[config.mk]
export PLATFORM = sky130hd
export DESIGN_NAME = axil_rd_arbiter
export DESIGN_NICKNAME = d
export VERILOG_FILES = /design/src/rtl/axil_arb_pkg.sv /design/src/rtl/rr_arb2.sv /design/src/rtl/axil_rd_arbiter.sv
export SDC_FILE = /design/constraint.sdc
export NUM_CORES = 1
export LEC_CHECK = 0
export BUFFER_PORTS_ARGS = -buffer_cell sky130_fd_sc_hd__buf_4
export CORE_AREA = 2 2 87 89
export DETAILED_ROUTE_END_ITERATION = 6
export DIE_AREA = 0 0 89 91
export PLACE_DENSITY_LB_ADDON = 0.25
export RECOVER_POWER = 25
export SLEW_MARGIN = 20
export SYNTH_ARGS = -nofsm -noshare
export SYNTH_HDL_FRONTEND = slang
export SYNTH_HIERARCHICAL = 1
export SYNTH_SLANG_ARGS = --single-unit
[constraint.sdc]
create_clock -name clk -period 2.4 [get_ports clk]
set_input_delay 0.36 -clock clk [delete_from_list [all_inputs] [get_ports clk]]
set_output_delay 0.36 -clock clk [all_outputs]
set_load 0.02 [all_outputs]
[src/rtl/axil_arb_pkg.sv]
// Shared types and constants for the AXI-lite arbiters.
// Imported by the read arbiter and its round-robin picker.
package axil_arb_pkg;

  typedef enum logic [1:0] {
    IDLE = 2'd0,
    ADDR = 2'd1,
    DATA = 2'd2
  } arb_state_e;

  localparam logic PORT_FETCH = 1'b0;
  localparam logic PORT_LSU   = 1'b1;

  localparam logic [1:0] AXIL_RESP_OKAY = 2'b00;

endpackage

[src/rtl/rr_arb2.sv]
// Two-requester round-robin picker, purely combinational.
// On contention the port that did not win last time is chosen.
module rr_arb2
  import axil_arb_pkg::*;
(
  input  logic [1:0] req,
  input  logic       last,
  output logic       gnt_valid,
  output logic       gnt_idx
);

  // pick a winner from the current requests and the previous grant
  always_comb begin
    gnt_valid = |req;
    gnt_idx   = PORT_FETCH;
    case (req)
      2'b01:   gnt_idx = PORT_FETCH;
      2'b10:   gnt_idx = PORT_LSU;
      2'b11:   gnt_idx = ~last;
      default: gnt_idx = PORT_FETCH;
    endcase
  end

endmodule

[src/rtl/axil_rd_arbiter.sv]
// Two-master AXI-lite read arbiter sharing one slave read port.
// One outstanding read; AR is registered, R is a combinational mux.
`ifndef ADDR_WIDTH
`define ADDR_WIDTH 32
`endif
`ifndef DATA_WIDTH
`define DATA_WIDTH 32
`endif

module axil_rd_arbiter
  import axil_arb_pkg::*;
#(
  parameter int ADDR_WIDTH = `ADDR_WIDTH,
  parameter int DATA_WIDTH = `DATA_WIDTH
) (
  input  logic                  clk,
  input  logic                  rst,

  input  logic [ADDR_WIDTH-1:0] s0_axil_araddr,
  input  logic [2:0]            s0_axil_arprot,
  input  logic                  s0_axil_arvalid,
  output logic                  s0_axil_arready,
  output logic [DATA_WIDTH-1:0] s0_axil_rdata,
  output logic [1:0]            s0_axil_rresp,
  output logic                  s0_axil_rvalid,
  input  logic                  s0_axil_rready,

  input  logic [ADDR_WIDTH-1:0] s1_axil_araddr,
  input  logic [2:0]            s1_axil_arprot,
  input  logic                  s1_axil_arvalid,
  output logic                  s1_axil_arready,
  output logic [DATA_WIDTH-1:0] s1_axil_rdata,
  output logic [1:0]            s1_axil_rresp,
  output logic                  s1_axil_rvalid,
  input  logic                  s1_axil_rready,

  output logic [ADDR_WIDTH-1:0] m_axil_araddr,
  output logic [2:0]            m_axil_arprot,
  output logic                  m_axil_arvalid,
  input  logic                  m_axil_arready,
  input  logic [DATA_WIDTH-1:0] m_axil_rdata,
  input  logic [1:0]            m_axil_rresp,
  input  logic                  m_axil_rvalid,
  output logic                  m_axil_rready
);

  arb_state_e state_q, state_d;

  logic                  grant_q, grant_d;
  logic                  last_q, last_d;
  logic [ADDR_WIDTH-1:0] addr_q, addr_d;
  logic [2:0]            prot_q, prot_d;

  logic gnt_valid;
  logic gnt_idx;
  logic rready_g;
  logic r_hs;

  rr_arb2 u_rr (
    .req       ({s1_axil_arvalid, s0_axil_arvalid}),
    .last      (last_q),
    .gnt_valid (gnt_valid),
    .gnt_idx   (gnt_idx)
  );

  assign rready_g = (grant_q == PORT_LSU) ? s1_axil_rready
                                          : s0_axil_rready;

  assign r_hs = (state_q == DATA) && m_axil_rvalid && rready_g;

  // state register
  always_ff @(posedge clk) begin
    if (rst) begin
      state_q <= IDLE;
    end else begin
      state_q <= state_d;
    end
  end

  // next-state logic
  always_comb begin
    state_d = state_q;
    unique case (state_q)
      IDLE: if (gnt_valid) state_d = ADDR;
      ADDR: if (m_axil_arready) state_d = DATA;
      DATA: if (r_hs) state_d = IDLE;
      default: state_d = IDLE;
    endcase
  end

  // grant, fairness and captured request registers
  always_ff @(posedge clk) begin
    if (rst) begin
      grant_q <= PORT_FETCH;
      last_q  <= PORT_LSU;
      addr_q  <= '0;
      prot_q  <= '0;
    end else begin
      grant_q <= grant_d;
      last_q  <= last_d;
      addr_q  <= addr_d;
      prot_q  <= prot_d;
    end
  end

  // capture the winner in IDLE, remember it once its read completes
  always_comb begin
    grant_d = grant_q;
    last_d  = last_q;
    addr_d  = addr_q;
    prot_d  = prot_q;
    if ((state_q == IDLE) && gnt_valid) begin
      grant_d = gnt_idx;
      if (gnt_idx == PORT_LSU) begin
        addr_d = s1_axil_araddr;
        prot_d = s1_axil_arprot;
      end else begin
        addr_d = s0_axil_araddr;
        prot_d = s0_axil_arprot;
      end
    end
    if (r_hs) begin
      last_d = grant_q;
    end
  end

  // outputs: arready grant in IDLE, AR drive in ADDR, R mux in DATA
  always_comb begin
    s0_axil_arready = 1'b0;
    s1_axil_arready = 1'b0;
    s0_axil_rdata   = '0;
    s1_axil_rdata   = '0;
    s0_axil_rresp   = AXIL_RESP_OKAY;
    s1_axil_rresp   = AXIL_RESP_OKAY;
    s0_axil_rvalid  = 1'b0;
    s1_axil_rvalid  = 1'b0;
    m_axil_araddr   = '0;
    m_axil_arprot   = '0;
    m_axil_arvalid  = 1'b0;
    m_axil_rready   = 1'b0;
    unique case (state_q)
      IDLE: begin
        // rst gates arready so a request is never acked
        // on an edge that does not capture it
        if (gnt_valid && !rst) begin
          if (gnt_idx == PORT_LSU) s1_axil_arready = 1'b1;
          else                     s0_axil_arready = 1'b1;
        end
      end
      ADDR: begin
        m_axil_arvalid = 1'b1;
        m_axil_araddr  = addr_q;
        m_axil_arprot  = prot_q;
      end
      DATA: begin
        m_axil_rready = rready_g;
        if (grant_q == PORT_LSU) begin
          s1_axil_rdata  = m_axil_rdata;
          s1_axil_rresp  = m_axil_rresp;
          s1_axil_rvalid = m_axil_rvalid;
        end else begin
          s0_axil_rdata  = m_axil_rdata;
          s0_axil_rresp  = m_axil_rresp;
          s0_axil_rvalid = m_axil_rvalid;
        end
      end
      default: ;
    endcase
  end

endmodule

==> run metrics <==
number of hold buffers added after cts 0; worst clock skew 0.0123 ns; Peak supply drop 0.298 mV; Worst-Margin Slew 0.779 ns; final setup fails 0; row cnt 31; Leakage 2.25 nW; Synth Area in Adders 0%; FF/Latch Area 781 µm²; Core Footprint 7140 µm²; Yosys cell types 29; Final GP Congestion 0.734; min-delay worst type in2reg; Pwr per Cell Area 431 nW/µm²; Initial Util 35.3%; DR pass1 iterations 4; clk sink count 39; family with the most delay on the worst path flip-flops; CTS Buf Count 5; CP required 2.04 ns; first-pass GRT wire length 12900 µm; count of input and output buffers 220; Total Power 1.85 mW; Final period util 79.9%; Final HPWL DP 6800 µm; Die X 89 µm; Synth Area in XOR/XNOR 0%; complex-gate fraction of the synthesized area 12.9%; Worst-path clk slew 0.07 ns; Startpoint Class flop; status complete, no violations; Post-Synth Simple-Gate Area 34.8%; Worst path max stage delay 0.43 ns; area of the multi-input gates 1580 µm²; drt drc 0; Final Max Slew Viols 0; largest family of logic cells by synthesized area simple AND/OR/NAND/NOR gates; Layout area overhead 70.1%; synthesis-stage register bit count 39; Root Driver clkbuf_8; min Tclk post-route 1.92 ns; detailed-route via count 2878; GRT overflow 0; CP arrival 1.56 ns; post-cts sizing count 0; register area share after synthesis 31.0%; CTS H-tree lvls 2; DP Worst Slack 0.529 ns; fillers 690; cell mode on critical path buf_4; Cells after Synth 303; crit-path cells and2b_1 > buf_4 > and2_1 > buf_4; RSZ-0062 raised after global routing no; Post-DRT Antenna Nets 0; final setup margin 0.483 ns; placed instance area 4230 µm²; final hold vios 0; CP max-delay cell dfxtp_1; clk_lat worst skew 0.29 ns; Slew Limit Headroom 48.0%; post-layout util 60.1%; layout cells sized above 1 46.6%; WP buf/inv 2; Syn Nets 415; Total Routing Usage GR 20.0%; CP endpoint kind output port; mux cell area share after synthesis 14.7%; die area 8100 µm²; fmax 0.522 GHz; routed len/inst 14.0 µm; largest net degree at the start of global routing 44; die height 91 µm; Setup Fix Bufs, Post-CTS 0; CP Class reg2out; total negative slack 0 ns; vias in the first global route 2739; initial antenna violation count 0; critical path fanouts, max 33; Warnings, synthesis 6; Iter 0 DRT Violations 86; final wirelength 8510 µm; I/O Pins 221; TritonCTS clock tree done; CTS Buffer Depth 2; vias per cell 4.73; nets@finish 621; final instance area 4290 µm²; Synth Cell Area 2520 µm²; Antenna diodes 0; max cap viols 0; mean post-synth cell area 8.32 µm²
[stage by stage]
stage	cells	hold slack [ns]
2_1_floorplan	303	0.451
3_3_place_gp	601	0.481
3_5_place_dp	601	0.488
4_1_cts	608	0.288
5_1_grt	608	0.306
6_report	608	0.294
[placed cells by master, fill, tap and decap left out, types with 2 or more instances in the layout]
| cell | n |
|---|---|
| and2_1 | 68 |
| mux2i_1 | 37 |
| dfxtp_1 | 39 |
| a211oi_1 | 32 |
| buf_4 | 222 |
| clkbuf_1 | 5 |
| and3_1 | 35 |
| clkbuf_8 | 6 |
| a211oi_2 | 3 |
| a21oi_1 | 2 |
| nor2_1 | 38 |
| o21ai_0 | 2 |
[area by class of cell]
type	count	area share, %
Timing Repair Buffer	229	39.9
Sequential cell	39	18.2
Tap cell	99	2.89
Inverter	1	0.0875
Multi-Input combinational cell	233	36.8
Clock inverter	1	0.204
Clock buffer	6	1.93
[worst reg2reg max path: cells and delay by family, from the launching register on]
| family | cells | cell delay [ns] |
|---|---|---|
| and+or+nand+nor | 2 | 0.53 |
| DFF | 1 | 0.36 |
| buffers and inverters | 1 | 0.70 |
| AOI/OAI and AO/OA | 1 | 0.22 |
[per-layer routing]
| metal | part of all wire [%] | up-vias | global-route usage (%) |
|---|---|---|---|
| met5 | 0 | - | 0 |
| met4 | 1.5 | 0 | 4.98 |
| met3 | 9.7 | 8 | 5.55 |
| met2 | 53 | 131 | 38.5 |
| met1 | 36 | 1288 | 20.6 |
| li1 | - | 1451 | - |
[sequential cells by signal, indices dropped and copies added, names as in the netlist]
signal and count:
grant_q 1, last_q 1, state_q 2, prot_q 3, addr_q 32
[synth_stat cells]
| master | number | share of area, % |
|---|---|---|
| nor3_1 | 1 | 0.20 |
| buf_6 | 4 | 1.8 |
| a2111oi_0 | 1 | 0.35 |
| buf_2 | 6 | 1.2 |
| nand4_1 | 1 | 0.25 |
| nand2b_1 | 1 | 0.25 |
| o21ai_0 | 2 | 0.40 |
| nand3_1 | 1 | 0.20 |
| a21boi_1 | 1 | 0.30 |
| nor2_1 | 38 | 5.7 |
| inv_1 | 1 | 0.15 |
| and2_1 | 69 | 17 |
| nor2b_1 | 1 | 0.25 |
| and2b_1 | 1 | 0.30 |
| a21oi_1 | 2 | 0.40 |
| a211oi_1 | 30 | 8.9 |
| a211oi_2 | 5 | 2.5 |
| and3b_1 | 1 | 0.35 |
| buf_4 | 2 | 0.60 |
| nor2_2 | 1 | 0.25 |
| nand2_1 | 1 | 0.15 |
| nand3b_1 | 1 | 0.30 |
| nor3b_1 | 2 | 0.60 |
| mux2i_1 | 37 | 15 |
| dfxtp_1 | 39 | 31 |
| clkbuf_4 | 2 | 0.60 |
| clkbuf_1 | 16 | 2.4 |
| or2_1 | 1 | 0.25 |
| and3_1 | 35 | 8.7 |
[report_power, final]
part	internal [mW]	switching, mW
logic	0.314	0.308
clock network	0.231	0.234
registers	0.722	0.0386
[logic make-up (layout without fill, tap and decap cells)]
family | after synthesis | after routing
and+or+nand+nor | 155 | 155
DFF | 39 | 39
AOI/OAI and AO/OA | 41 | 41
buffers and inverters | 31 | 237
muxes | 37 | 37
[path summary, 6_finish.rpt]
check             cells past startpoint  slack (ns)                    start                 endpoint
setup / recovery                      4        0.48  state_q[0]$_SDFFE_PP0P_         m_axil_araddr[5]
hold / removal                        2        0.29           m_axil_arready  state_q[0]$_SDFFE_PP0P_
setup reg to reg                      4        0.52  state_q[1]$_SDFFE_PP0P_   addr_q[0]$_SDFFE_PP0P_
hold reg to reg                       2        0.49   addr_q[2]$_SDFFE_PP0P_   addr_q[2]$_SDFFE_PP0P_
No activity file was read; power rests on OpenSTA's default activity.
